### src/rtl/axil_reg_slave_if.sv
// AXI4-Lite bus bundle between the upstream bus block (master) and the
// register slave. The instance is named s0_axi at the slave port.
interface axil_reg_slave_if #(
  parameter int DATA_WIDTH = 32,
  parameter int ADDR_WIDTH = 8
);
  logic [ADDR_WIDTH-1:0]   awaddr;
  logic                    awvalid;
  logic                    awready;
  logic [DATA_WIDTH-1:0]   wdata;
  logic [DATA_WIDTH/8-1:0] wstrb;
  logic                    wvalid;
  logic                    wready;
  logic [1:0]              bresp;
  logic                    bvalid;
  logic                    bready;
  logic [ADDR_WIDTH-1:0]   araddr;
  logic                    arvalid;
  logic                    arready;
  logic [DATA_WIDTH-1:0]   rdata;
  logic [1:0]              rresp;
  logic                    rvalid;
  logic                    rready;

  modport master (
    output awaddr, awvalid, wdata, wstrb, wvalid, bready, araddr, arvalid, rready,
    input  awready, wready, bresp, bvalid, arready, rdata, rresp, rvalid
  );

  modport slave (
    input  awaddr, awvalid, wdata, wstrb, wvalid, bready, araddr, arvalid, rready,
    output awready, wready, bresp, bvalid, arready, rdata, rresp, rvalid
  );
endinterface

### src/rtl/axil_reg_slave.sv
// AXI4-Lite register slave: REG0-REG3 (RW), WCOUNT (RO), ID (RO).
// Define AXIL_SLVERR_EN to answer SLVERR for unmapped accesses and RO writes.
module axil_reg_slave #(
  parameter int                    DATA_WIDTH = 32,
  parameter int                    ADDR_WIDTH = 8,
  parameter logic [DATA_WIDTH-1:0] ID_VALUE   = 32'hA5A5_0001
) (
  input  logic                  s0_axi_aclk,
  input  logic                  s0_axi_aresetn,
  axil_reg_slave_if.slave       s0_axi,
  output logic [DATA_WIDTH-1:0] ctrl_out
);

  localparam int IDX_W  = ADDR_WIDTH - 2;
  localparam int STRB_W = DATA_WIDTH / 8;

  typedef enum logic [1:0] {W_IDLE, W_HAVE_ADDR, W_HAVE_DATA, W_RESP} w_state_t;
  typedef enum logic {R_IDLE, R_DATA} r_state_t;

  w_state_t w_state, w_next;
  r_state_t r_state, r_next;

  logic                  bus_en;
  logic                  awready, wready, bvalid, arready, rvalid;
  logic                  aw_hs, w_hs, b_hs, ar_hs;
  logic [IDX_W-1:0]      aw_idx_q, wr_idx, rd_idx;
  logic [DATA_WIDTH-1:0] wdata_q, wr_data, rd_mux, rdata_q, wcount;
  logic [STRB_W-1:0]     wstrb_q, wr_strb;
  logic [1:0]            bresp_q, rresp_q;
  logic                  wr_commit, wr_err, rd_err;
  logic [DATA_WIDTH-1:0] regs [4];
  logic                  unused_addr_lsbs;

  assign unused_addr_lsbs = ^{s0_axi.awaddr[1:0], s0_axi.araddr[1:0]};

  // Holds all ready outputs low until the first clock edge after reset release.
  always_ff @(posedge s0_axi_aclk or negedge s0_axi_aresetn) begin
    if (!s0_axi_aresetn) bus_en <= 1'b0;
    else                 bus_en <= 1'b1;
  end

  assign aw_hs = s0_axi.awvalid & awready;
  assign w_hs  = s0_axi.wvalid  & wready;
  assign b_hs  = bvalid & s0_axi.bready;
  assign ar_hs = s0_axi.arvalid & arready;

  always_ff @(posedge s0_axi_aclk or negedge s0_axi_aresetn) begin
    if (!s0_axi_aresetn) w_state <= W_IDLE;
    else                 w_state <= w_next;
  end

  always_comb begin
    w_next = w_state;
    case (w_state)
      W_IDLE: begin
        if (aw_hs && w_hs) w_next = W_RESP;
        else if (aw_hs)    w_next = W_HAVE_ADDR;
        else if (w_hs)     w_next = W_HAVE_DATA;
      end
      W_HAVE_ADDR: if (w_hs)  w_next = W_RESP;
      W_HAVE_DATA: if (aw_hs) w_next = W_RESP;
      W_RESP:      if (b_hs)  w_next = W_IDLE;
      default:     w_next = W_IDLE;
    endcase
  end

  always_comb begin
    awready = 1'b0;
    wready  = 1'b0;
    bvalid  = 1'b0;
    case (w_state)
      W_IDLE:      begin awready = bus_en; wready = bus_en; end
      W_HAVE_ADDR: wready  = bus_en;
      W_HAVE_DATA: awready = bus_en;
      W_RESP:      bvalid  = 1'b1;
      default:     ;
    endcase
  end

  // A channel that handshakes in the committing cycle bypasses its capture register.
  assign wr_commit = (w_state != W_RESP) && (w_next == W_RESP);
  assign wr_idx    = aw_hs ? s0_axi.awaddr[ADDR_WIDTH-1:2] : aw_idx_q;
  assign wr_data   = w_hs  ? s0_axi.wdata : wdata_q;
  assign wr_strb   = w_hs  ? s0_axi.wstrb : wstrb_q;

`ifdef AXIL_SLVERR_EN
  assign wr_err = (wr_idx >= IDX_W'(4));
  assign rd_err = (rd_idx >= IDX_W'(6));
`else
  assign wr_err = 1'b0;
  assign rd_err = 1'b0;
`endif

  always_ff @(posedge s0_axi_aclk or negedge s0_axi_aresetn) begin
    if (!s0_axi_aresetn) begin
      aw_idx_q <= '0;
      wdata_q  <= '0;
      wstrb_q  <= '0;
      bresp_q  <= 2'b00;
      wcount   <= '0;
      for (int i = 0; i < 4; i++) regs[i] <= '0;
    end else begin
      if (aw_hs) aw_idx_q <= s0_axi.awaddr[ADDR_WIDTH-1:2];
      if (w_hs) begin
        wdata_q <= s0_axi.wdata;
        wstrb_q <= s0_axi.wstrb;
      end
      if (wr_commit) begin
        bresp_q <= wr_err ? 2'b10 : 2'b00;
        if (wr_idx < IDX_W'(4)) begin
          for (int k = 0; k < STRB_W; k++) begin
            if (wr_strb[k]) regs[wr_idx[1:0]][8*k +: 8] <= wr_data[8*k +: 8];
          end
        end
      end
      if (b_hs) wcount <= wcount + 1'b1;
    end
  end

  always_ff @(posedge s0_axi_aclk or negedge s0_axi_aresetn) begin
    if (!s0_axi_aresetn) r_state <= R_IDLE;
    else                 r_state <= r_next;
  end

  always_comb begin
    r_next = r_state;
    case (r_state)
      R_IDLE:  if (ar_hs) r_next = R_DATA;
      R_DATA:  if (s0_axi.rready) r_next = R_IDLE;
      default: r_next = R_IDLE;
    endcase
  end

  always_comb begin
    arready = 1'b0;
    rvalid  = 1'b0;
    case (r_state)
      R_IDLE:  arready = bus_en;
      R_DATA:  rvalid  = 1'b1;
      default: ;
    endcase
  end

  // Read data is sampled from the current register values, so a write
  // landing on the same edge is not visible to this read.
  assign rd_idx = s0_axi.araddr[ADDR_WIDTH-1:2];

  always_comb begin
    rd_mux = '0;
    if (rd_idx < IDX_W'(4))       rd_mux = regs[rd_idx[1:0]];
    else if (rd_idx == IDX_W'(4)) rd_mux = wcount;
    else if (rd_idx == IDX_W'(5)) rd_mux = ID_VALUE;
  end

  always_ff @(posedge s0_axi_aclk or negedge s0_axi_aresetn) begin
    if (!s0_axi_aresetn) begin
      rdata_q <= '0;
      rresp_q <= 2'b00;
    end else if (ar_hs) begin
      rdata_q <= rd_mux;
      rresp_q <= rd_err ? 2'b10 : 2'b00;
    end
  end

  assign s0_axi.awready = awready;
  assign s0_axi.wready  = wready;
  assign s0_axi.bvalid  = bvalid;
  assign s0_axi.bresp   = bresp_q;
  assign s0_axi.arready = arready;
  assign s0_axi.rvalid  = rvalid;
  assign s0_axi.rdata   = rdata_q;
  assign s0_axi.rresp   = rresp_q;
  assign ctrl_out       = regs[0];

endmodule

### src/flat_wrapper.sv
// flat-port wrapper written by rule: the top's interface ports become plain ports
module axil_reg_slave_flat 
#(
  parameter int                    DATA_WIDTH = 32,
  parameter int                    ADDR_WIDTH = 8,
  parameter logic [DATA_WIDTH-1:0] ID_VALUE   = 32'hA5A5_0001
)
  (s0_axi_aclk, s0_axi_aresetn, ctrl_out, s0_axi_awaddr, s0_axi_awvalid, s0_axi_wdata, s0_axi_wstrb, s0_axi_wvalid, s0_axi_bready, s0_axi_araddr, s0_axi_arvalid, s0_axi_rready, s0_axi_awready, s0_axi_wready, s0_axi_bresp, s0_axi_bvalid, s0_axi_arready, s0_axi_rdata, s0_axi_rresp, s0_axi_rvalid);
  axil_reg_slave_if #(.DATA_WIDTH(DATA_WIDTH), .ADDR_WIDTH(ADDR_WIDTH)) s0_axi_i ();
  input  logic s0_axi_aclk;
  input  logic s0_axi_aresetn;
  output logic [DATA_WIDTH-1:0] ctrl_out;
  input wire logic [$bits(s0_axi_i.awaddr)-1:0] s0_axi_awaddr;
  input wire logic [$bits(s0_axi_i.awvalid)-1:0] s0_axi_awvalid;
  input wire logic [$bits(s0_axi_i.wdata)-1:0] s0_axi_wdata;
  input wire logic [$bits(s0_axi_i.wstrb)-1:0] s0_axi_wstrb;
  input wire logic [$bits(s0_axi_i.wvalid)-1:0] s0_axi_wvalid;
  input wire logic [$bits(s0_axi_i.bready)-1:0] s0_axi_bready;
  input wire logic [$bits(s0_axi_i.araddr)-1:0] s0_axi_araddr;
  input wire logic [$bits(s0_axi_i.arvalid)-1:0] s0_axi_arvalid;
  input wire logic [$bits(s0_axi_i.rready)-1:0] s0_axi_rready;
  output wire logic [$bits(s0_axi_i.awready)-1:0] s0_axi_awready;
  output wire logic [$bits(s0_axi_i.wready)-1:0] s0_axi_wready;
  output wire logic [$bits(s0_axi_i.bresp)-1:0] s0_axi_bresp;
  output wire logic [$bits(s0_axi_i.bvalid)-1:0] s0_axi_bvalid;
  output wire logic [$bits(s0_axi_i.arready)-1:0] s0_axi_arready;
  output wire logic [$bits(s0_axi_i.rdata)-1:0] s0_axi_rdata;
  output wire logic [$bits(s0_axi_i.rresp)-1:0] s0_axi_rresp;
  output wire logic [$bits(s0_axi_i.rvalid)-1:0] s0_axi_rvalid;
  assign s0_axi_i.awaddr = s0_axi_awaddr;
  assign s0_axi_i.awvalid = s0_axi_awvalid;
  assign s0_axi_i.wdata = s0_axi_wdata;
  assign s0_axi_i.wstrb = s0_axi_wstrb;
  assign s0_axi_i.wvalid = s0_axi_wvalid;
  assign s0_axi_i.bready = s0_axi_bready;
  assign s0_axi_i.araddr = s0_axi_araddr;
  assign s0_axi_i.arvalid = s0_axi_arvalid;
  assign s0_axi_i.rready = s0_axi_rready;
  assign s0_axi_awready = s0_axi_i.awready;
  assign s0_axi_wready = s0_axi_i.wready;
  assign s0_axi_bresp = s0_axi_i.bresp;
  assign s0_axi_bvalid = s0_axi_i.bvalid;
  assign s0_axi_arready = s0_axi_i.arready;
  assign s0_axi_rdata = s0_axi_i.rdata;
  assign s0_axi_rresp = s0_axi_i.rresp;
  assign s0_axi_rvalid = s0_axi_i.rvalid;
  axil_reg_slave #(.DATA_WIDTH(DATA_WIDTH), .ADDR_WIDTH(ADDR_WIDTH), .ID_VALUE(ID_VALUE)) u_core (.s0_axi_aclk(s0_axi_aclk), .s0_axi_aresetn(s0_axi_aresetn), .s0_axi(s0_axi_i), .ctrl_out(ctrl_out));
endmodule
### config.mk
export PLATFORM = sky130hd
export DESIGN_NAME = axil_reg_slave_flat
export DESIGN_NICKNAME = d
export VERILOG_FILES = /design/src/rtl/axil_reg_slave_if.sv /design/src/rtl/axil_reg_slave.sv /design/src/flat_wrapper.sv
export SDC_FILE = /design/constraint.sdc
export NUM_CORES = 1
export LEC_CHECK = 0
export CORE_MARGIN = 1.5
export CORE_UTILIZATION = 45
export CTS_BUF_LIST = sky130_fd_sc_hd__clkbuf_8
export CTS_CLUSTER_SIZE = 16
export DETAILED_ROUTE_END_ITERATION = 6
export PLACE_DENSITY = 0.67
export RECOVER_POWER = 50
export SLEW_MARGIN = 5
export SYNTH_ARGS = -nofsm -noshare
export SYNTH_HDL_FRONTEND = slang
export SYNTH_SLANG_ARGS = --single-unit
export TNS_END_PERCENT = 50
### constraint.sdc
create_clock -name s0_axi_aclk -period 5.4 [get_ports s0_axi_aclk]
set_input_delay 1.35 -clock s0_axi_aclk [delete_from_list [all_inputs] [get_ports s0_axi_aclk]]
set_output_delay 1.35 -clock s0_axi_aclk [all_outputs]
set_load 0.1 [all_outputs]
==> flow_metrics.env <==
export IMPL_status="finished with violations"
export IMPL_failed_checks="max-capacitance violations, max-slew violations"
export IMPL_initialDrtViolationCount=321
export IMPL_setup_ws_ns=1.08
export IMPL_startpoint="s0_axi_wvalid"
export IMPL_synth_ff_type="dfrtp_1"
export IMPL_worstHoldStart="u_core.s0_axi.rdata[19]"
export IMPL_maxSlewViolCount=129
export IMPL_drc_errors=0
export IMPL_cts_setup_buffers=0
export IMPL_netlist_area_mm2=0.0107
export IMPL_final_common_cell="dfrtp_1"
export IMPL_synth_largest_area_cell="dfrtp_1"
export IMPL_num_fill_cells=2026
export IMPL_critPathSlowestCell="clkbuf_1"
export IMPL_path_cells="clkdlybuf4s50_1 -> nand3b_1 -> clkbuf_1 -> buf_4 -> mux2i_1 -> a211oi_2 -> mux2_2"
export IMPL_synth_edf_count=0
export IMPL_htree_levels=2
export IMPL_async_flop_share_pct=100
export IMPL_max_freq_mhz=231
export IMPL_fin_crit_sh_pct=80.0
export IMPL_tightest_slew_ns=3.23
export IMPL_dieArea_mm2=0.0247
export IMPL_start_util_pct=45.7
export IMPL_die_x_um=157
export IMPL_clkPwrFrac_pct=26.0
export IMPL_cts_tree="done"
export IMPL_syn_inst=777
export IMPL_synth_top_area_share_pct=55.7
export IMPL_ant_nets=0
export IMPL_grt_pass1_vias=6719
export IMPL_max_stage_delay_ns=0.79
export IMPL_period_minus_slack_ns=4.32
export IMPL_ys_ff_latch=238
export IMPL_setup_violations=0
export IMPL_row_count=56
export IMPL_crit_path_end_kind="flip-flop"
export IMPL_wire_per_inst_um=18.8
export IMPL_rsz0062_at_grt="false"
export IMPL_rr_worst_depth=6
export IMPL_grt_total_usage_pct=19.7
export IMPL_pwr_density_cell_mw_per_mm2=462
export IMPL_irDropWorstVdd_mv=0.209
export IMPL_ys_seq_area_share_pct=55.7
export IMPL_ys_warn_count=0
export IMPL_cts_made_buffers=41
export IMPL_combPwrFrac_pct=31.7
export IMPL_setup_tns_final_ns=0
export IMPL_place_gp_congestion=0.799
export IMPL_synth_area_leaders="dfrtp_1, mux2_2, mux4_2"
export IMPL_root_buffer="clkbuf_8"
export IMPL_cts_repair_resized=0
export IMPL_clk_pin_slew_ns=0.05
export IMPL_clk_latency_ns=0.54
export IMPL_switching_share_pct=36.4
export IMPL_drt_wl_total_mm=23.2
export IMPL_worstPathArrival_ns=4.72
export IMPL_dp_worst_setup_slack_ns=1.17
export IMPL_worstSetupPathType="in -> reg"
export IMPL_register_area_mm2=0.00596
export IMPL_drt_pass1_iter_count=5
export IMPL_fin_nets=946
export IMPL_layout_common_cells="dfrtp_1, mux2_2, clkdlybuf4s50_1"
export IMPL_grt_pass1_wl_mm=37.2
export IMPL_die_y_um=157
export IMPL_switchingPower_mw=2.15
export IMPL_holdPathStages=2
export IMPL_drive_gt1_share_pct=29.0
export IMPL_total_leakage_power_nw=5.63
export IMPL_antenna_found_initial=1
export IMPL_hold_viol=0
export IMPL_slew_headroom_pct=-115
export IMPL_p_seq_share_pct=42.2
export IMPL_cts_hold_fix_buffers=0
export IMPL_portBuffers=123
export IMPL_io_pins=132
export IMPL_internal_power_mw=3.76
export IMPL_hp_class="reg -> reg"
export IMPL_required_ns=5.80
export IMPL_grt_max_degree=130
export IMPL_avgSynthCellArea_um2=13.8
export IMPL_totalPowerFinal_mw=5.92
export IMPL_cp_max_fo=22
export IMPL_cts_sinks=238
export IMPL_multi_input_area_mm2=0.00433
export IMPL_startpoint_type="input pin"
export IMPL_core_mm2=0.0234
export IMPL_via_per_inst=5.28
export IMPL_vias=6519
export IMPL_hpwl_mm=15.6
export IMPL_maxCapViolCount=1
export IMPL_r2r_start="u_core.bus_en"
export IMPL_synthDistinctLibCells=41
export IMPL_grt_overflow=0
export IMPL_syn2layout_area_growth_pct=19.6
export IMPL_clockBufferDepth=3
export IMPL_fin_worst_skew_ns=0.0307
[registers in the layout, indices dropped and copies added, names as in the netlist]
signal / cells
u_core.regs: 96
u_core.ctrl_out: 32
u_core.s0_axi.rdata: 32
u_core.wcount: 32
u_core.wdata_q: 32
u_core.aw_idx_q: 6
u_core.wstrb_q: 4
u_core.w_state: 2
u_core.bus_en: 1
u_core.r_state: 1
[worst paths after layout]
check                                     endpoint  slack (ns)
hold reg to reg            u_core.s0_axi.rdata[19]        0.47
setup / recovery                   u_core.regs[28]        1.08
setup reg to reg                   u_core.regs[28]        1.85
hold / removal             u_core.s0_axi.rdata[19]        0.47
max in group asynchronous  u_core.s0_axi.rdata[28]        1.65
min in group asynchronous        u_core.wdata_q[9]        1.85
[layout make-up]
type / count / share of cell area (%)
Sequential cell: 238 / 46.5
Antenna cell: 1 / 0.0196
Clock buffer: 51 / 5.49
Inverter: 5 / 0.147
Clock inverter: 20 / 0.645
Tap cell: 319 / 3.12
Timing Repair Buffer: 134 / 10.2
Multi-Input combinational cell: 466 / 33.8
[worst max-delay path: cells and delay by family]
| kind | cells | cell delay [ns] |
|---|---|---|
| buffers and inverters | 3 | 1.74 |
| multiplexers | 2 | 0.76 |
| AO/OA/AOI/OAI | 1 | 0.74 |
| AND/OR/NAND/NOR | 1 | 0.11 |
[layer usage]
metal,wire (um),track usage (%)
met1,11000,29.2
met2,10700,29.6
met3,1050,3.94
met4,422,5.21
met5,0,0
[cells by family after synthesis]
| kind of cell | synth area share, % |
|---|---|
| mux | 24.0 |
| flops | 55.7 |
| xor+xnor | 2.54 |
| buf+inv | 4.05 |
| fa+ha+maj | 0.117 |
| simple gates | 6.99 |
| compound gates | 6.61 |
| other cells | 0.0702 |
[synthesized netlist by cell type (7+ instances only)]
library cell and count:
dfrtp_1 238, mux2_2 158, nand2_1 67, buf_4 38, mux4_2 32, xnor2_1 27
o21ai_0 25, a22oi_1 23, clkbuf_1 22, nor2_1 16, nand4_1 14, and3_1 11
a211oi_4 10, a21oi_1 10, nand3_1 10, o31ai_1 9, buf_1 7
[power groups by stage]
stage	clock [mW]	combinational, mW	sequential, mW
finish	1.54	1.88	2.50
global route	1.68	1.99	2.56
CTS	1.59	1.90	2.50
detailed placement	0	1.90	2.53
global placement	0	1.87	2.51
floorplan	0	1.48	2.51
[stage by stage]
step / cells / utilization, % / instance area (um2) / hold WS, ns
2_1_floorplan: 780 / - / 10700 / 0.446
3_3_place_gp: 1162 / 51.4 / 12000 / 0.462
3_5_place_dp: 1162 / 51.4 / 12000 / 0.467
4_1_cts: 1233 / 54.8 / 12800 / 0.478
5_1_grt: 1233 / 54.7 / 12800 / 0.497
6_report: 1234 / 54.7 / 12800 / 0.474
Power figures use the tool's default switching activity.
